File: config.mk
export PLATFORM = sky130hd
export DESIGN_NAME = seq_countones
export DESIGN_NICKNAME = d
export VERILOG_FILES = /design/src/rtl/seq_countones.sv
export SDC_FILE = /design/constraint.sdc
export NUM_CORES = 1
export LEC_CHECK = 0
export BUFFER_PORTS_ARGS = -buffer_cell sky130_fd_sc_hd__buf_4
export CORE_MARGIN = 2
export CORE_UTILIZATION = 58
export CTS_CLUSTER_SIZE = 8
export DETAILED_ROUTE_END_ITERATION = 10
export GPL_ROUTABILITY_DRIVEN = 0
export PLACE_DENSITY = 0.85
export SYNTH_ARGS = -nofsm -noshare
export SYNTH_HDL_FRONTEND = slang
export SYNTH_SLANG_ARGS = --single-unit
File: constraint.sdc
create_clock -name clk -period 11.19 [get_ports clk]
set_clock_uncertainty 0.1 [all_clocks]
set_input_delay 0.5595 -clock clk [delete_from_list [all_inputs] [get_ports clk]]
set_output_delay 0.5595 -clock clk [all_outputs]
set_load 0.01 [all_outputs]
File: src/rtl/seq_countones.sv
// -----------------------------------------------------------------------------
// seq_countones
// Multi-cycle population count. A WIDTH-bit word is accepted over a
// valid/ready handshake, its set bits are summed CHUNK bits per cycle
// (LSB chunk first), and the count plus zero/onehot/onehot0 flags are
// presented over a second valid/ready handshake.
//
// Ports:
//   clk          rising-edge clock
//   rst_n        asynchronous active-low reset
//   in_valid     in_data is valid
//   in_ready     block can accept a word (IDLE and out of reset)
//   in_data      WIDTH-bit word to count
//   out_valid    result is valid (DONE)
//   out_ready    consumer accepts the result
//   out_count    number of 1 bits in the accepted word
//   out_zero     out_count == 0
//   out_onehot   out_count == 1
//   out_onehot0  out_count <= 1
// -----------------------------------------------------------------------------
module seq_countones #(
   parameter int WIDTH = 128,
   parameter int CHUNK = 16,
   parameter int CW    = $clog2(WIDTH + 1)
) (
   input  logic             clk,
   input  logic             rst_n,
   input  logic             in_valid,
   output logic             in_ready,
   input  logic [WIDTH-1:0] in_data,
   output logic             out_valid,
   input  logic             out_ready,
   output logic [CW-1:0]    out_count,
   output logic             out_zero,
   output logic             out_onehot,
   output logic             out_onehot0
);

   localparam int NCHUNK = WIDTH / CHUNK;
   // Keep the chunk index at least one bit wide when a single chunk covers the word.
   localparam int IW     = (NCHUNK > 1) ? $clog2(NCHUNK) : 1;

   typedef enum logic [1:0] {
      IDLE = 2'd0,
      BUSY = 2'd1,
      DONE = 2'd2
   } state_t;

   state_t            r_state;
   state_t            w_next_state;
   logic [WIDTH-1:0]  r_shift;
   logic [CW-1:0]     r_acc;
   logic [IW-1:0]     r_idx;
   logic              w_accept;
   logic              w_last;
   logic [CW-1:0]     w_chunk_pc;

   // Popcount of one chunk, zero-extended to the count width.
   function automatic logic [CW-1:0] chunk_popcount(input logic [CHUNK-1:0] v);
      logic [CW-1:0] s;
      s = '0;
      for (int i = 0; i < CHUNK; i++) begin
         s = s + CW'(v[i]);
      end
      return s;
   endfunction

   // in_ready is gated by rst_n so it reads 0 while reset is held, even though
   // the state register already sits in IDLE.
   assign in_ready   = rst_n & (r_state == IDLE);
   assign w_accept   = in_valid & in_ready;
   assign w_last     = (r_idx == IW'(NCHUNK - 1));
   assign w_chunk_pc = chunk_popcount(r_shift[CHUNK-1:0]);

   // Result outputs come straight from the accumulator register.
   assign out_valid   = (r_state == DONE);
   assign out_count   = r_acc;
   assign out_zero    = (r_acc == CW'(0));
   assign out_onehot  = (r_acc == CW'(1));
   assign out_onehot0 = (r_acc <= CW'(1));

   // State register.
   always_ff @(posedge clk or negedge rst_n) begin
      if (!rst_n) begin
         r_state <= IDLE;
      end else begin
         r_state <= w_next_state;
      end
   end

   // Next-state logic.
   always_comb begin
      w_next_state = r_state;
      case (r_state)
         IDLE: begin
            if (w_accept) w_next_state = BUSY;
            else          w_next_state = IDLE;
         end
         BUSY: begin
            if (w_last) w_next_state = DONE;
            else        w_next_state = BUSY;
         end
         DONE: begin
            if (out_ready) w_next_state = IDLE;
            else           w_next_state = DONE;
         end
         default: w_next_state = IDLE;
      endcase
   end

   // Datapath: capture on accept, then add and shift one chunk per BUSY cycle.
   always_ff @(posedge clk or negedge rst_n) begin
      if (!rst_n) begin
         r_shift <= '0;
         r_acc   <= '0;
         r_idx   <= '0;
      end else begin
         case (r_state)
            IDLE: begin
               if (w_accept) begin
                  r_shift <= in_data;
                  r_acc   <= '0;
                  r_idx   <= '0;
               end else begin
                  r_shift <= r_shift;
                  r_acc   <= r_acc;
                  r_idx   <= r_idx;
               end
            end
            BUSY: begin
               r_acc   <= r_acc + w_chunk_pc;
               r_shift <= r_shift >> CHUNK;
               // The index returns to zero only as the word completes.
               if (w_last) r_idx <= '0;
               else        r_idx <= r_idx + IW'(1'b1);
            end
            default: begin
               r_shift <= r_shift;
               r_acc   <= r_acc;
               r_idx   <= r_idx;
            end
         endcase
      end
   end

endmodule

==> report_table.html <==
<table>
<tr><th>Metric</th><th>Value</th></tr>
<tr><th colspan="2">Placement</th></tr>
<tr><td>DP Wirelength</td><td>10.6 mm</td></tr>
<tr><td>Area of placed instances</td><td>7430 sq um</td></tr>
<tr><td>Cell count after placement</td><td>905</td></tr>
<tr><td>Total of buffers placed on input and output ports</td><td>144</td></tr>
<tr><th colspan="2">Clock tree</th></tr>
<tr><td>Clock transition at the registers of the reported paths</td><td>0.06 ns</td></tr>
<tr><td>Number of buffers on the longest clock path</td><td>2</td></tr>
<tr><td>Total number of H-tree levels</td><td>4</td></tr>
<tr><td>Post-cts gate resize count</td><td>0</td></tr>
<tr><td>CTS Hold Bufs</td><td>0</td></tr>
<tr><td>CTS Root Buffer Type</td><td>clkbuf_8</td></tr>
<tr><td>Clock latency at the later pin of the worst-skew pair</td><td>0.53 ns</td></tr>
<tr><td>Total clock buffers created by CTS</td><td>17</td></tr>
<tr><td>Num Clock Sinks</td><td>141</td></tr>
<tr><td>Setup fix buffers added after clock tree synthesis</td><td>0</td></tr>
<tr><td>CTS tree</td><td>done</td></tr>
<tr><th colspan="2">STA</th></tr>
<tr><td>Max Clock Freq</td><td>233 MHz</td></tr>
<tr><td>Final count of hold timing violations</td><td>4</td></tr>
<tr><td>Worst Tran Pin Value</td><td>1.18 ns</td></tr>
<tr><td>Worst hold slack</td><td>-0.0139 ns</td></tr>
<tr><td>Slew Limit Headroom</td><td>21.4%</td></tr>
<tr><td>Final number of max-transition violations</td><td>0</td></tr>
<tr><td>Share of the clock period used by the worst path after layout</td><td>38.3%</td></tr>
<tr><td>Final critical delay including setup and external delays</td><td>4.28 ns</td></tr>
<tr><td>Setup repair after global routing missed its margin</td><td>no</td></tr>
<tr><td>Final-layout setup total negative slack</td><td>0 ns</td></tr>
<tr><td>Number of setup violations in the final report</td><td>0</td></tr>
<tr><th colspan="2">Synth</th></tr>
<tr><td>Synth top area cells</td><td>dfrtp_1 (55%), nor2_1 (8.1%), o22ai_1 (7.6%)</td></tr>
<tr><td>Cells after synthesis</td><td>664</td></tr>
<tr><td>Post-synthesis cell type with the largest combined area</td><td>dfrtp_1</td></tr>
<tr><td>Top cell types by occurrence after synthesis</td><td>dfrtp_1 (141), nor2_1 (139), nand2_1 (109), o22ai_1 (78), a22oi_1 (34)</td></tr>
<tr><td>Area of the mapped netlist</td><td>6430 sq um</td></tr>
<tr><td>Proportion of register bits with asynchronous set or reset after synthesis</td><td>100%</td></tr>
<tr><td>Most instantiated flip-flop cell in the synthesis netlist</td><td>dfrtp_1</td></tr>
<tr><td>Netlist cell types</td><td>37</td></tr>
<tr><td>Number of nets in the synthesized netlist</td><td>818</td></tr>
<tr><td>Synth Area per Inst</td><td>9.68 sq um</td></tr>
<tr><td>Count of state elements after synthesis</td><td>141</td></tr>
<tr><td>Fraction of the yosys area taken by sequential cells</td><td>54.9%</td></tr>
<tr><td>Area fraction of the dominant cell type after synthesis</td><td>54.9%</td></tr>
<tr><td>Count of flip-flops with a built-in enable after synthesis</td><td>0</td></tr>
<tr><td>Number of warnings issued by yosys</td><td>0</td></tr>
<tr><td>Most frequent cell after synthesis</td><td>dfrtp_1</td></tr>
<tr><th colspan="2">Worst setup path</th></tr>
<tr><td>Data arrival, critical path</td><td>4.58 ns</td></tr>
<tr><td>Type of the worst setup path</td><td>reg -&gt; reg</td></tr>
<tr><td>CP Data Required Time</td><td>11.48 ns</td></tr>
<tr><td>Kind of start point of the critical path</td><td>flop</td></tr>
<tr><td>Internal reg-to-reg setup slack</td><td>6.91 ns</td></tr>
<tr><td>Highest fanout seen on the critical path</td><td>5</td></tr>
<tr><td>CP Capture Type</td><td>flop</td></tr>
<tr><th colspan="2">GRT</th></tr>
<tr><td>Global-route wire length before repair</td><td>26.2 mm</td></tr>
<tr><td>Pin count of the biggest net entering global routing</td><td>110</td></tr>
<tr><td>Combined global-route utilization of all metal layers</td><td>29.1%</td></tr>
<tr><td>Overflow after GRT</td><td>0</td></tr>
<tr><td>Number of global-route vias before repair</td><td>5,289</td></tr>
<tr><td>Initial antenna violation count</td><td>0</td></tr>
<tr><th colspan="2">Routing</th></tr>
<tr><td>Vias</td><td>5,422</td></tr>
<tr><td>Initial DRT Pass Iterations</td><td>5</td></tr>
<tr><td>DRC errors left</td><td>0</td></tr>
<tr><td>Vias per cell</td><td>5.79</td></tr>
<tr><td>Final ANT Viol Nets</td><td>0</td></tr>
<tr><td>Routed length per placed instance</td><td>18.0 um</td></tr>
<tr><td>Total wire length</td><td>16.8 mm</td></tr>
<tr><td>Iteration-0 DRC count of the detailed router</td><td>545</td></tr>
<tr><th colspan="2">Cells and area</th></tr>
<tr><td>Layout Nets</td><td>938</td></tr>
<tr><td>Final cell count without fillers</td><td>936</td></tr>
<tr><td>Total non-filler cell area in the finished layout</td><td>8070 sq um</td></tr>
<tr><td>Layout area overhead</td><td>25.6%</td></tr>
<tr><td>Diodes inserted</td><td>0</td></tr>
<tr><td>FILL cells</td><td>771</td></tr>
<tr><td>Fraction of layout cells with a size suffix above 1</td><td>23.4%</td></tr>
<tr><th colspan="2">Run</th></tr>
<tr><td>Number of max-cap violations</td><td>0</td></tr>
<tr><th colspan="2">Power</th></tr>
<tr><td>Total power per unit cell area</td><td>405 nW/um^2</td></tr>
<tr><td>Relative contribution of combinational cells to total power</td><td>53.4%</td></tr>
<tr><td>Share of power burned in the clock network</td><td>18.7%</td></tr>
<tr><td>Sequential share of power</td><td>28.0%</td></tr>
<tr><td>Switching Share</td><td>43.1%</td></tr>
<tr><td>Leakage</td><td>4.00 nW</td></tr>
<tr><td>Total net switching power</td><td>1.41 mW</td></tr>
<tr><td>Total power after layout</td><td>3.27 mW</td></tr>
<tr><td>Worst vdd rail ir drop</td><td>0.316 mV</td></tr>
<tr><td>Internal</td><td>1.86 mW</td></tr>
<tr><th colspan="2">Status</th></tr>
<tr><td>Violated checks</td><td>hold timing</td></tr>
<tr><td>Result of the run</td><td>complete, but fails checks</td></tr>
<tr><th colspan="2">Die</th></tr>
<tr><td>Placeable core region</td><td>10,800 sq um</td></tr>
<tr><td>Die height</td><td>109 um</td></tr>
<tr><td>Die Area</td><td>11,900 sq um</td></tr>
<tr><td>Width of the chip</td><td>109 um</td></tr>
<tr><td>Number of I/O pins</td><td>145</td></tr>
<tr><td>Cell row count</td><td>38</td></tr>
<tr><td>Effective utilization at floorplan</td><td>59.3%</td></tr>
<tr><th colspan="2">Hold path</th></tr>
<tr><td>Hold/Removal Path Class</td><td>in -&gt; async</td></tr>
</table>
power groups by stage:
stage	sequential (mW)	clock [mW]	combinational [mW]
after detailed placement	0.913	0	1.69
final	0.913	0.610	1.74
after floorplan	0.865	0	1.32
after global routing	0.932	0.635	1.97
after CTS	0.909	0.611	1.73
after global placement	0.899	0	1.53
worst max-delay path, stage by stage (launching register included):
cell	delay, ns
dfrtp_1	0.43
fa_1	0.56
inv_1	0.05
fa_1	0.48
fa_1	0.55
fa_1	0.44
fa_1	0.42
fa_1	0.41
nand2b_1	0.19
a21oi_1	0.22
o211ai_1	0.13
mux2i_1	0.17
per-layer routing:
metal  share of wire, %  global-route usage (%)
met1                 41                    38.7
met2                 49                    47.5
met3                7.6                    7.95
met4                2.0                    7.59
met5                  0                       0
sequential cells by signal, summed over array words and instances, names as in the netlist:
name,flops
r_state,2
r_shift,128
r_idx,3
out_count,8
path summary, 6_finish.rpt:
check,start,depth (start not counted),end
min in group clk,in_data[125],3,r_shift[125]
max reg2reg,out_count[0],11,out_count[6]
max,out_count[0],11,out_count[6]
max in group asynchronous,rst_n,2,r_shift[93]
min,rst_n,1,r_shift[23]
min reg2reg,r_shift[106],2,r_shift[106]
layout by cell type (no fill, tap or decap), types with 2 or more instances in the layout:
cell type / n
dfrtp_1: 141
buf_4: 146
inv_1: 25
clkbuf_16: 16
nand2b_1: 2
bufinv_16: 5
inv_6: 3
nand3_1: 23
clkinvlp_4: 4
nand2_1: 109
fa_1: 12
mux2i_1: 3
a21oi_1: 14
o31ai_1: 2
nor2_1: 139
o22ai_1: 78
a22oi_1: 34
clkbuf_8: 2
o21ai_0: 4
o21ai_1: 3
ha_1: 10
cells by family after synthesis:
kind of cell             count (synthesis)  share of synthesized area (%)
flip-flops                             141                           54.9
adder cells (fa/ha/maj)                 22                           5.68
AO/OA/AOI/OAI                          140                           14.1
multiplexers                             3                          0.467
XOR/XNOR                                 2                          0.273
buffers and inverters                   71                           6.23
AND/OR/NAND/NOR                        285                           18.4
stage by stage:
| stage | util, % | setup WS [ns] |
|---|---|---|
| 6_report | 74.5 | 6.91 |
| 4_1_cts | 74.5 | 6.89 |
| 2_1_floorplan | - | 7.18 |
| 3_3_place_gp | 68.6 | 7.07 |
| 5_1_grt | 74.5 | 6.70 |
| 3_5_place_dp | 68.6 | 6.93 |
cell type report:
cell class / count / area (sq um) / share of cell area (%)
sequential: 141 / 3530 / 43.7
multi-input combinational: 452 / 2530 / 31.3
timing repair buffer: 147 / 1110 / 13.7
clock buffer: 18 / 428 / 5.30
clock inverter: 13 / 211 / 2.62
tap: 140 / 175 / 2.17
inverter: 25 / 93.8 / 1.16
Note: power is estimated with default switching activity, not from simulation.
